==> config.mk <==
export PLATFORM = sky130hd
export DESIGN_NAME = arith_index_cast_arb
export DESIGN_NICKNAME = d
export VERILOG_FILES = /design/src/rtl/arith_cast_pkg.sv /design/src/rtl/arith_rr_arbiter.sv /design/src/rtl/arith_index_cast_arb.sv
export SDC_FILE = /design/constraint.sdc
export NUM_CORES = 1
export LEC_CHECK = 0
export CORE_AREA = 2 2 117 119
export DETAILED_ROUTE_END_ITERATION = 6
export DIE_AREA = 0 0 119 121
export PLACE_DENSITY = 0.64
export SYNTH_ARGS = -nofsm -noshare
export SYNTH_HDL_FRONTEND = slang
export SYNTH_SLANG_ARGS = --single-unit
==> constraint.sdc <==
create_clock -name clk -period 6.35 [get_ports clk]
set_clock_uncertainty 0.05 [all_clocks]
set_input_delay 0.635 -clock clk [delete_from_list [all_inputs] [get_ports clk]]
set_output_delay 0.635 -clock clk [all_outputs]
set_load 0.02 [all_outputs]
==> src/rtl/arith_cast_pkg.sv <==
// Shared helpers for the arith cast units: width helpers and the
// sign-extend/truncate cast used by the shared index-cast datapath.
package arith_cast_pkg;

  localparam int CAST_MAXW = 256;

  typedef logic [CAST_MAXW-1:0] cast_word_t;

  function automatic int clog2_min1(input int n);
    return (n <= 2) ? 1 : $clog2(n);
  endfunction

  localparam int RR_DEF_REQ = 4;

  typedef logic [clog2_min1(RR_DEF_REQ)-1:0] rr_ptr_t;

  // Sign-extends the low in_w bits of d across the full word;
  // callers keep the low OUT bits, which truncates when OUT <= IN.
  function automatic cast_word_t cast_sext_trunc(
    input cast_word_t d,
    input int         in_w
  );
    cast_word_t hi_mask;
    cast_word_t one;
    logic       sgn;
    one     = cast_word_t'(1);
    hi_mask = ~cast_word_t'(0) << in_w;
    sgn     = |(d & (one << (in_w - 1)));
    return sgn ? (d | hi_mask) : (d & ~hi_mask);
  endfunction

endpackage

==> src/rtl/arith_rr_arbiter.sv <==
// Combinational round-robin arbiter: first requester at or above ptr,
// wrapping modulo NUM_REQ. Grant is one-hot or zero.
module arith_rr_arbiter
  import arith_cast_pkg::*;
#(
  parameter  int NUM_REQ = 4,
  localparam int W       = clog2_min1(NUM_REQ)
) (
  input  logic [NUM_REQ-1:0] req,
  input  logic [W-1:0]       ptr,
  output logic [NUM_REQ-1:0] grant,
  output logic [W-1:0]       grant_idx
);

  logic [2*NUM_REQ-1:0] dbl;
  logic [NUM_REQ-1:0]   rot;
  logic [W-1:0]         off;
  logic [W:0]           sum;
  logic [W:0]           idx;
  logic [W:0]           nreq;
  logic                 found;

  always_comb begin
    dbl   = {req, req} >> ptr;
    rot   = dbl[NUM_REQ-1:0];
    found = |req;
    nreq  = (W+1)'(NUM_REQ);
    off   = '0;
    for (int i = NUM_REQ - 1; i >= 0; i--) begin
      if (rot[i]) off = W'(i);
    end
    sum = {1'b0, ptr} + {1'b0, off};
    idx = (sum >= nreq) ? (sum - nreq) : sum;
    grant_idx = found ? idx[W-1:0] : '0;
    grant = found ? (NUM_REQ'(1) << grant_idx) : '0;
  end

endmodule

==> src/rtl/arith_index_cast_arb.sv <==
// Round-robin shared index-cast unit with a one-entry registered
// result stage; the winning requester id travels as result_tag.
module arith_index_cast_arb
  import arith_cast_pkg::*;
#(
  parameter  int NUM_REQ   = 4,
  parameter  int IN_WIDTH  = 64,
  parameter  int OUT_WIDTH = 32,
  localparam int TAG_WIDTH = clog2_min1(NUM_REQ)
) (
  input  logic                          clk,
  input  logic                          rst_n,
  input  logic [NUM_REQ-1:0]            req_valid,
  output logic [NUM_REQ-1:0]            req_ready,
  input  logic [NUM_REQ*IN_WIDTH-1:0]   req_data,
  output logic                          result_valid,
  input  logic                          result_ready,
  output logic [OUT_WIDTH-1:0]          result_data,
  output logic [TAG_WIDTH-1:0]          result_tag
);

  logic [TAG_WIDTH-1:0] rr_ptr;
  logic [NUM_REQ-1:0]   grant;
  logic [TAG_WIDTH-1:0] grant_idx;
  logic [IN_WIDTH-1:0]  ops [NUM_REQ];
  logic [IN_WIDTH-1:0]  sel;
  logic [OUT_WIDTH-1:0] cast_val;
  logic [TAG_WIDTH-1:0] ptr_next;
  logic                 can_accept;
  logic                 accept;

  for (genvar g = 0; g < NUM_REQ; g++) begin : g_ops
    assign ops[g] = req_data[g*IN_WIDTH +: IN_WIDTH];
  end

  arith_rr_arbiter #(
    .NUM_REQ (NUM_REQ)
  ) u_arb (
    .req       (req_valid),
    .ptr       (rr_ptr),
    .grant     (grant),
    .grant_idx (grant_idx)
  );

  always_comb begin
    can_accept = !result_valid | result_ready;
    accept     = rst_n & can_accept & (|grant);
    req_ready  = grant & {NUM_REQ{rst_n & can_accept}};
    sel        = ops[grant_idx];
    cast_val   = OUT_WIDTH'(cast_sext_trunc(cast_word_t'(sel), IN_WIDTH));
    if (grant_idx == TAG_WIDTH'(NUM_REQ - 1)) ptr_next = '0;
    else ptr_next = grant_idx + 1'b1;
  end

  always_ff @(posedge clk) begin
    if (!rst_n) begin
      result_valid <= 1'b0;
      result_data  <= '0;
      result_tag   <= '0;
      rr_ptr       <= '0;
    end else if (accept) begin
      result_valid <= 1'b1;
      result_data  <= cast_val;
      result_tag   <= grant_idx;
      rr_ptr       <= ptr_next;
    end else if (result_valid && result_ready) begin
      result_valid <= 1'b0;
    end
  end

endmodule

-- Yosys cells after proc, flatten, opt, wreduce, memory -nomap -nowiden
Index checks and enable logic that the tools add are counted.
Widths: inputs -> output; s select.
- bits in registers: 37
- output and inout bits: 39
- word-level logic and storage cells: 35
- $add $sub $neg: 3
- magnitude comparators: 2
- eq/ne operators: 1
- shift operators: 2
- mux-type cells: 13
- bitwise logic cells: 5
- reduce and logical (&&, ||, !) cells: 5
- operators by type and width (kind ; count):
    $bmux 64 s2 ; 1
    $mux 64 ; 2
    $mux 2 ; 7
    $reduce_or 4->1 ; 2
    $shr 8x2->4 ; 1
    $ge 3x3->1 const B ; 2
    $and 4x4->4 ; 1
    $mux 4 ; 1
    $shl 1x2->4 const A ; 1
    $add 2x2->3 ; 1
    $not 2->3 ; 1
    $add 2x1->2 const B ; 1
    $and 1x1->1 ; 2
    $eq 2x2->1 const B ; 1
    $mux 1 ; 2
    $reduce_bool 2->1 ; 1
    $sub 2x1->2 const B ; 1
    $logic_and 1x1->1 ; 1
    $logic_not 1->1 ; 1
    $or 1x1->1 ; 1

-- Longest topological paths before layout
- depth in word-level cells: 14
- gate-level depth with buffers: 12
- depth with buffers taken out: 11

-- Hierarchy
Synthesis repeated with hierarchy kept, for this count alone.
- cell total of the unflattened synthesis: 239
- area, all modules: 2637.5 um2
- by module, submodules not included (module ; times used ; cells each ; area each (um2) ; sequential area each (um2)):
    arith_index_cast_arb ; 1 ; 203 ; 2347.3 ; 740.7
    arith_rr_arbiter ; 1 ; 36 ; 290.3 ; 0.0

-- Worst setup path before layout
Ideal clock, no wire load.
- path type: input to output
- start: input port req_valid[2]
- end: output port req_ready[0]
- arrival time: 2.689 ns
- slack: 2.976 ns
- stages: 10
- path buffers: 4
- path through: buf_2 > or4_1 > o211ai_1 > ha_1 > clkbuf_1 > clkbuf_1 > clkbuf_1 > nand2_1 > ha_1 > and2_1
- longest elaborated chain between the ends: 12
- elaborated cells on any way between the ends: 14
- classes of those cells: add/sub (2); order compare (1); shift (2); mux (7); bitwise (1); reduce/logical (1)
- ends and longest elaborated chain (item ; line ; text):
    start, declared ; arith_index_cast_arb.sv:13 ; input logic [NUM_REQ-1:0] req_valid,
    $shr 8x2->4 ; arith_rr_arbiter.sv:24 ; dbl = {req, req} >> ptr;
    $mux 2 (4 in series) ; arith_rr_arbiter.sv:30 ; if (rot[i]) off = W'(i);
    $add 2x2->3 ; arith_rr_arbiter.sv:32 ; sum = {1'b0, ptr} + {1'b0, off};
    $ge 3x3->1 or $sub 2x1->2 (tied branches) ; arith_rr_arbiter.sv:33 ; idx = (sum >= nreq) ? (sum - nreq) : sum;
    $mux 2 ; arith_rr_arbiter.sv:33 ;
    $mux 2 ; arith_rr_arbiter.sv:34 ; grant_idx = found ? idx[W-1:0] : '0;
    $shl 1x2->4 ; arith_rr_arbiter.sv:35 ; grant = found ? (NUM_REQ'(1) << grant_idx) : '0;
    $mux 4 (*) ; arith_rr_arbiter.sv:35 ;
    $and 4x4->4 (*) ; arith_index_cast_arb.sv:48 ; req_ready = grant & {NUM_REQ{rst_n & can_accept}};
    end, declared ; arith_index_cast_arb.sv:14 ; output logic [NUM_REQ-1:0] req_ready,
Mark *: on every way between the ends. The rest lies on a longest branch, timed or not.

-- Final worst setup path
- start: input port req_valid[0]
- end: output port req_ready[2]
Same word-level chain as after synthesis.

==> results.md <==
* Met3 Resource Use GR at 4.98%
* Startpoint Class: input port
* IO Count at 302
* YS warnings at 0
* CP arrival at 3.93 ns
* Rows at 42
* Die X-Extent at 119 um
* Result of the run: finished, final reports clean
* Mapped Cells at 423
* Final Cycle Share at 72.7%
* Final HPWL DP at 8.25 mm
* PortBufs at 173
* Maximum buffer depth of the clock tree at 2
* Maximum clock rate at 217 MHz
* Finish-stage setup viols at 0
* Slew Limit Fails at 0
* Maximum VDD drop at 0.000199 V
* Root Buffer: clkbuf_16
* WL/cell at 15.3 um
* DRT iter0 DRCs at 204
* Die Area at 0.0144 mm^2
* CP Capture Type: output pin
* Total Routing Usage GR at 15.2%
* DRC violations left at 0
* MaxCap Viol Count at 0
* Synth area leaders: dfxtp_1, mux2i_1, nor2_1
* CTS buffer count at 5
* Number of synthesized register bits at 37
* Post-synth top area cell: dfxtp_1
* Antenna-violating nets left at 0
* Critical path peak fanout at 18
* Worst hold path type: reg -> reg
* Syn Area/Cell at 7.45 um^2
* Post-CTS Hold Buffers at 0
* R2R cell count at 10
* Later-pin clock latency in the skew report at 0.28 ns
* PostCTS Resize Cnt at 0
* TNS Setup at 0 ns
* Number of flops mapped to enable cells by yosys at 0
* Worst hold path depth at 2
* DP Area at 0.00495 mm^2
* Largest net degree at the start of global routing at 74
* Gp weighted congestion at 0.742
* Post-layout min period at 4.61 ns
* Post-layout net count at 828
* Share of the synthesized area in the top cell type at 23.5%
* CTS HTree Levels at 2
* GR met2 Demand/Resource at 26.1%
* Routed Wire Length at 11.3 mm
* R2R setup slack at 2.86 ns
* Leakage power at 1.94 nW
* Vias in the first global route at 3544
* Setup bufs post-CTS at 0
* Kind of critical path: in -> out
* Worst R2R Start: rr_ptr[0]$_SDFFE_PN0P_
* Most numerous cell in the Yosys netlist: nor2_1
* Initial antenna violation count at 0
* Top Usage Layer GRT: met2
* Netlist cell types at 39
* Synth-to-layout area growth at 62.6%
* Syn nets at 688
* Global-route wire length before repair at 17.6 mm
* Worst slew pin tran at 0.754 ns
* GRT met1 Usage at 18.4%
* Drt first pass iters at 5
* Synth cell count leaders: nor2_1, dfxtp_1, nand2b_1, nor2b_1
* GRT overflow at 0
* Hold Path Sink: result_data[25]$_SDFFE_PN0P_
* RSZ-0062 raised after global routing: false
* Hold_sp: result_data[25]$_SDFFE_PN0P_
* CTS sink cnt at 37
* Mapped cell area at 0.00315 mm^2
* Layout cell share with drive strength beyond 1 at 4.08%
* Total number of vias at 3634
* Final number of hold-violating endpoints at 0
* CTS tree: built
* Max_slew headroom at 49.6%
* Core Area at 0.0131 mm^2
* Clock Pin Slew Worst Setup and Hold Paths at 0.05 ns
* Die height at 121 um
* Reg2reg end: result_data[9]$_SDFFE_PN0P_
* Design area at 0.00512 mm^2
* Via-to-Cell Ratio at 4.91
* Worst path required time at 5.66 ns
* Diodes inserted at 0
* Top_reg_cell synth: dfxtp_1
* Initial Utilization at 24.1%
* Power per cell area at 379 mW/mm^2
* Seq/Total Area, Yosys at 23.5%
* Share of synthesized registers carrying an async set or reset at 0%
## where the power goes
group | switching (mW) | leakage (nW) | internal, mW
Clock | 0.0960 | 0.0841 | 0.196
Sequential | 0.0513 | 0.307 | 0.319
Combinational | 0.728 | 1.55 | 0.551
## worst max-delay path by stage
stage	from	end	slack [ns]	cells after the start
6_report	req_valid[0]	req_ready[2]	1.74	10
5_1_grt	req_valid[0]	req_ready[2]	1.57	10
4_1_cts	req_valid[3]	req_ready[2]	1.71	10
3_5_place_dp	req_valid[3]	req_ready[2]	1.72	10
3_3_place_gp	req_valid[3]	req_ready[2]	1.80	10
2_1_floorplan	req_valid[2]	req_ready[0]	2.98	10
## layout make-up
cell class	instances	area (um^2)
fillers	1331	7960
multi-input cells	337	2190
repair buffers	181	1790
flip-flops and latches	37	741
well taps	176	220
clock buffers	7	143
clock inverters	1	30.0
inverters	1	3.75
## worst max-delay path: stages
cell and delay (ns):
clkdlybuf4s50_1 0.65, nor2_1 0.08, a221oi_1 0.32, o211ai_1 0.17, ha_4 0.20, xnor2_1 0.43
xnor2_4 0.28, buf_4 0.28, nor3_1 0.20, clkdlybuf4s50_1 0.66
## flip-flops by register name (all words and copies together) (netlist names)
signal,count
result_data,32
result_tag,2
rr_ptr,2
result_valid,1
## per-stage QoR
stage | utilization (%) | cells | worst slack, ns | hold slack [ns] | total power, mW
after global placement | 37.8 | 732 | 1.80 | 0.392 | 1.64
final | 39.1 | 740 | 1.74 | 0.408 | 1.94
after CTS | 39.1 | 740 | 1.71 | 0.413 | 1.97
after detailed placement | 37.8 | 732 | 1.72 | 0.401 | 1.67
after global routing | 39.1 | 740 | 1.57 | 0.435 | 2.11
after floorplan | - | 423 | 2.98 | 0.509 | 1.23
## cell families after synthesis
kind of cell	after synthesis	synth area share (%)
flip-flops	37	23.5
AND/OR/NAND/NOR	189	29.5
buffers and inverters	49	8.06
adder cells (fa/ha/maj)	2	0.794
XOR/XNOR	4	1.71
AO/OA/AOI/OAI	108	25.7
multiplexers	34	10.8
## metal layers
metal,vias to the layer above,wire (um)
li1,1811,-
met1,1632,5050
met2,175,5140
met3,16,1030
met4,0,129
met5,-,0
## cells in the final DEF, fill, tap and decap left out, types with 2 or more instances in the layout
cell	synthesis	layout
a211oi_1	32	32
a21oi_1	2	2
and3_1	3	3
buf_4	2	8
clkbuf_16	0	5
clkdlybuf4s50_1	0	173
dfxtp_1	37	37
mux2i_1	34	34
nand2_1	34	34
nand2b_1	35	35
nand4_1	2	2
nor2_1	71	71
nor2b_1	35	35
o211ai_1	2	2
o21ai_0	2	2
o22ai_1	32	32
o311ai_0	2	2
o311ai_1	30	30
o32ai_1	2	2
xnor2_1	2	2
Note: power is estimated with default switching activity, not from simulation.
